File: src/rtl/mmio_console.sv
// mmio_console
// ------------
// Memory-mapped console transmitter. The CPU stores 32-bit words to TXDATA.
// The words are queued in a small word FIFO and then serialised to a byte
// sink, least-significant byte first, over a valid/ready handshake.
//
// Register window (byte addresses relative to BASE_ADDR):
//   +0  TXDATA  write-only   push a word (stalls while the FIFO is full)
//   +4  STATUS  read-only    {16'b0, count[7:0], 5'b0, busy, full, empty}
//   +8  SENT    read-only    {16'b0, sent[15:0]}  words completed, wraps
// Writes to any other address are ignored. Reads of any other address
// return zero.
//
// Parameters:
//   BASE_ADDR  word-aligned base address of the 3-register window
//   DEPTH      word-FIFO depth, a power of two in 2..16
//
// Ports:
//   clk        sole clock, rising edge
//   rst_n      asynchronous active-low reset
//   addr       byte address from the CPU memory stage
//   wdata      store data
//   we         store strobe, one word per cycle
//   re         load strobe
//   rdata      load data (combinational, zero when re=0)
//   stall      CPU must hold its store while high
//   out_byte   byte to the host sink
//   out_valid  out_byte is valid
//   out_ready  sink accepts the byte when high together with out_valid
//
// Build option:
//   CONSOLE_NUL_STOP_EN  when defined, a zero byte ends the current word
//                        early and is not presented to the sink. When it is
//                        undefined (the default), every word sends 4 bytes.

module mmio_console #(
  parameter logic [31:0] BASE_ADDR = 32'hFFFF_0000,
  parameter int          DEPTH     = 4
) (
  input  logic        clk,
  input  logic        rst_n,
  input  logic [31:0] addr,
  input  logic [31:0] wdata,
  input  logic        we,
  input  logic        re,
  output logic [31:0] rdata,
  output logic        stall,
  output logic [7:0]  out_byte,
  output logic        out_valid,
  input  logic        out_ready
);

  localparam int PW = (DEPTH > 1) ? $clog2(DEPTH) : 1;
  localparam int CW = PW + 1;

  localparam logic [31:0] ADDR_TX     = BASE_ADDR;
  localparam logic [31:0] ADDR_STATUS = BASE_ADDR + 32'd4;
  localparam logic [31:0] ADDR_SENT   = BASE_ADDR + 32'd8;

  localparam logic [0:0] ST_IDLE = 1'b0;
  localparam logic [0:0] ST_SEND = 1'b1;

  logic [0:0]    state;
  logic [31:0]   mem [DEPTH];
  logic [PW-1:0] wr_ptr;
  logic [PW-1:0] rd_ptr;
  logic [CW-1:0] count;
  logic [31:0]   shift;
  logic [1:0]    idx;
  logic [15:0]   sent;

  logic tx_hit;
  logic full;
  logic empty;
  logic push;
  logic pop;
  logic busy;
  logic nul_stop;
  logic handshake;
  logic word_done;

  // Pointer advance with explicit wrap at DEPTH.
  function automatic logic [PW-1:0] ptr_inc(input logic [PW-1:0] p);
    return (p == PW'(DEPTH - 1)) ? '0 : p + 1'b1;
  endfunction

  function automatic logic [31:0] status_word(input logic [CW-1:0] cnt,
                                              input logic b,
                                              input logic f,
                                              input logic e);
    return {16'b0, 8'(cnt), 5'b0, b, f, e};
  endfunction

  assign tx_hit = (addr == ADDR_TX);
  // Full and empty come from the registered count, so a pop in the same
  // cycle never frees a slot for a push in that cycle.
  assign full   = (count == CW'(DEPTH));
  assign empty  = (count == '0);
  assign push   = we && tx_hit && !full;
  assign stall  = we && tx_hit && full;
  assign busy   = (state == ST_SEND);

`ifdef CONSOLE_NUL_STOP_EN
  assign nul_stop = busy && (shift[7:0] == 8'h00);
`else
  assign nul_stop = 1'b0;
`endif

  assign out_valid = busy && !nul_stop;
  assign out_byte  = shift[7:0];
  assign handshake = out_valid && out_ready;
  // A word finishes on the handshake of its fourth byte, or on a NUL byte
  // when early termination is built in.
  assign word_done = (handshake && (idx == 2'd3)) || nul_stop;

  // The head word is taken whenever a new word is needed: from IDLE, or
  // back-to-back at the end of the current word.
  assign pop = !empty && ((state == ST_IDLE) || word_done);

  // FIFO storage carries data only and is not reset.
  always_ff @(posedge clk) begin
    if (push) begin
      mem[wr_ptr] <= wdata;
    end
  end

  always_ff @(posedge clk or negedge rst_n) begin
    if (!rst_n) begin
      wr_ptr <= '0;
      rd_ptr <= '0;
      count  <= '0;
    end else begin
      if (push) begin
        wr_ptr <= ptr_inc(wr_ptr);
      end
      if (pop) begin
        rd_ptr <= ptr_inc(rd_ptr);
      end
      case ({push, pop})
        2'b10:   count <= count + 1'b1;
        2'b01:   count <= count - 1'b1;
        default: count <= count;
      endcase
    end
  end

  always_ff @(posedge clk or negedge rst_n) begin
    if (!rst_n) begin
      state <= ST_IDLE;
      shift <= '0;
      idx   <= '0;
      sent  <= '0;
    end else begin
      case (state)
        ST_IDLE: begin
          if (pop) begin
            shift <= mem[rd_ptr];
            idx   <= '0;
            state <= ST_SEND;
          end
        end
        ST_SEND: begin
          if (word_done) begin
            sent <= sent + 16'd1;
            if (pop) begin
              shift <= mem[rd_ptr];
              idx   <= '0;
            end else begin
              state <= ST_IDLE;
            end
          end else if (handshake) begin
            shift <= shift >> 8;
            idx   <= idx + 2'd1;
          end
        end
        default: state <= ST_IDLE;
      endcase
    end
  end

  always_comb begin
    rdata = '0;
    if (re) begin
      if (addr == ADDR_STATUS) begin
        rdata = status_word(count, busy, full, empty);
      end else if (addr == ADDR_SENT) begin
        rdata = {16'b0, sent};
      end
    end
  end

endmodule
File: config.mk
export PLATFORM = sky130hd
export DESIGN_NAME = mmio_console
export DESIGN_NICKNAME = d
export VERILOG_FILES = /design/src/rtl/mmio_console.sv
export SDC_FILE = /design/constraint.sdc
export NUM_CORES = 1
export LEC_CHECK = 0
export CAP_MARGIN = 10
export CORE_MARGIN = 2
export CORE_UTILIZATION = 50
export DETAILED_ROUTE_END_ITERATION = 6
export DONT_BUFFER_PORTS = 1
export HOLD_SLACK_MARGIN = 0.05
export PLACE_DENSITY = 0.64
export SLEW_MARGIN = 20
export SYNTH_ARGS = -nofsm -noshare
export SYNTH_HDL_FRONTEND = slang
export SYNTH_SLANG_ARGS = --single-unit
File: constraint.sdc
create_clock -name clk -period 4.15 [get_ports clk]
set_input_delay 0.83 -clock clk [delete_from_list [all_inputs] [get_ports clk]]
set_output_delay 0.83 -clock clk [all_outputs]
set_load 0.02 [all_outputs]
==> flow_summary.json <==
{
  "p_leak_nw": 2.924,
  "num_antenna_cells": 0,
  "multi_input_area_sq_um": 2091,
  "synth.cell_area_sq_um": 7640,
  "core-area_sq_um": 15090,
  "end_kind": "primary output",
  "die_width_um": 127.6,
  "clk_latency_ps": 430,
  "cp_max_fo": 8,
  "wire_per_inst_um": 21.81,
  "required_ps": 3320,
  "finalPower_mw": 4.729,
  "finalSetupTns_ps": 0,
  "cts.hold.buffers_added": 0,
  "synth_seq_area_share_pct": 69.31,
  "cts_buffer_depth": 2,
  "synth_simple_gate_area_share_pct": 5.830,
  "tritoncts": "yes",
  "worstSetupStartpointType": "input port",
  "area_delta_synth_final_pct": 8.058,
  "fp.dieH_um": 127.6,
  "synth_top_area_share_pct": 50.31,
  "cellPowerDensity_nw_per_um2": 572.8,
  "synth_compound_area_share_pct": 6.960,
  "grt_max_degree": 59,
  "synth_top_family_by_area": "multiplexers",
  "rsz0062_at_grt": "no",
  "vdd_drop_max_v": 0.0004261,
  "synth_cell_type_count": 43,
  "synthFlopType": "edfxtp_1",
  "worstPathArrival_ps": 2540,
  "clock_sinks": 186,
  "wl_mm": 14.16,
  "synth-adder-area-share_pct": 1.572,
  "die_area_sq_um": 16280,
  "rr_startpoint": "idx[0]$_DFFE_PN0P_",
  "ios": 111,
  "hold_viol_final": 0,
  "drive_gt1_share_pct": 17.35,
  "post_cts_buffers": 0,
  "cp_top_family": "simple AND/OR/NAND/NOR gates",
  "fmax_mhz": 296.6,
  "synth.area.mux_share_pct": 10.01,
  "critPathKind": "in -> out",
  "layout_worst_path_cycle_share_pct": 81.24,
  "path_cells": "nor4b_1 > nand4_1 > or3_1 > nor3_1",
  "hpwl_mm": 8.509,
  "cts_buffers": 17,
  "vias": 3871,
  "gr-total-overflow": 0,
  "rrSetupSlack_ps": 1190,
  "period_minus_slack_ps": 3372,
  "initial_core_util_pct": 50.63,
  "fin_nets": 527,
  "netlist_instances": 455,
  "ys.warnings.count": 0,
  "via_per_inst": 5.965,
  "fillers": 1134,
  "min_path_type": "in -> async",
  "crit_buf_inv": 0,
  "synth_edf_count": 128,
  "drc": 0,
  "ant_nets": 0,
  "slowest_stage": "nor3_1",
  "r2r_cells": 11,
  "cts_root_buf": "clkbuf_16",
  "fin_cells": 649,
  "mostFrequentLayoutCells": "edfxtp_1, dfrtp_1, mux4_2",
  "initialDrtViolationCount": 195,
  "critPathMaxStageDelay_ps": 570,
  "postSynth.asyncResetShare_pct": 31.18,
  "port_buffers": 0,
  "globalplace.congestion": 0.7343,
  "layout_commonest_cell": "edfxtp_1",
  "final-seq-area_sq_um": 5298,
  "clk_pin_slew_ps": 70,
  "synth_xor_area_share_pct": 2.064,
  "synthTopCellsByArea": "edfxtp_1, dfrtp_1, mux4_2, a2bb2oi_1, buf_4",
  "reg2reg_to": "count[2]$_DFFE_PN0P_",
  "max_slew.worst_pin.slew_ps": 991.5,
  "post_cts_resized": 0,
  "dp.cells": 618,
  "grt_pass1_vias": 3947,
  "maxSlewViolCount": 0,
  "grt_first_pass_wirelength_mm": 22.01,
  "antenna_found_initial": 0,
  "slew_headroom_pct": 33.90,
  "syn_area_per_cell_sq_um": 16.79,
  "first_pass_iters": 4,
  "fin_worst_skew_ps": 7.549,
  "ys_ff_latch": 186,
  "status": "finished clean",
  "maxCapViolCount": 0,
  "setup_violations": 0,
  "grtUsageTotal_pct": 18.46,
  "htreeDepth": 4,
  "synth_top_cell_by_area": "edfxtp_1",
  "row_count": 45
}
how the worst max path moves through the flow:
stage | startpoint | endpoint | slack (ps) | cells past startpoint
after global routing | addr[5] | rdata[11] | 590 | 4
after detailed placement | addr[9] | rdata[11] | 790 | 4
final | addr[5] | rdata[14] | 780 | 4
after CTS | addr[5] | rdata[11] | 780 | 4
after global placement | addr[9] | rdata[11] | 800 | 4
after floorplan | addr[9] | rdata[11] | 860 | 5
through the flow:
step	utilization (%)	setup WS, ps	hold WS, ps	cell area (sq um)
after floorplan	-	859.9	433.6	7696
after global placement	51.09	798.0	451.5	7710
after detailed placement	51.09	795.0	459.3	7710
after CTS	54.64	784.8	70.41	8244
after global routing	54.71	589.2	66.12	8255
final	54.71	778.4	91.65	8255
per-layer routing:
metal	part of all wire (%)	vias up	track usage (%)
li1	-	1726	-
met1	40	1994	22.42
met2	52	137	30.92
met3	7.3	14	7.119
met4	1.0	0	5.430
met5	0	-	0
flip-flops by register name, indices dropped and copies added, names as in the netlist:
name       cells
count          3
shift         32
wr_ptr         2
out_valid      1
idx            2
rd_ptr         2
sent          16
mem          128
synthesized netlist by cell type (all sizes together), types with 2 or more instances:
cell and instances:
edfxtp 128, and3 4, clkbuf 11, inv 11, buf 36, nand3 6, nor2 13, nand4 6
nand2 12, a22o 8, mux4 32, nor4b 3, dfrtp 58, and2 13, nor2b 2, a2bb2oi 24
nand2b 2, xnor2 9, xor2 9, o22ai 24, nor4 4, nor3 9, a22oi 6, mux2 3
ha 8
worst register-to-register path: stages (launching register included):
cell and delay, ps:
dfrtp_1 390, ha_1 220, a21bo_2 420, nand2b_1 150, buf_4 330, clkinv_1 390
ha_1 340, inv_1 70, fa_1 170, xor2_1 140, nor2_1 60, xor2_1 140
layout make-up:
cell class | instances | area share, %
clock buffer | 18 | 5.320
timing repair buffer | 7 | 0.6366
tap | 188 | 2.849
inverter | 12 | 0.5456
sequential | 186 | 64.17
clock inverter | 13 | 1.152
multi-input combinational | 225 | 25.33
logic make-up after synthesis:
logic type	Yosys count
muxes	36
buffers and inverters	59
and+or+nand+nor	78
xor gates and xnor gates	18
AOI/OAI and AO/OA	68
other	1
adders and majority gates	9
DFF	186
power by group:
group          switching [mW]  internal, mW  total (mW)  leakage [nW]
Clock                   0.677         0.781        1.46         0.259
Sequential              0.314          2.15        2.47          1.86
Combinational           0.314         0.492       0.805         0.810
Note: power is estimated with default switching activity, not from simulation.
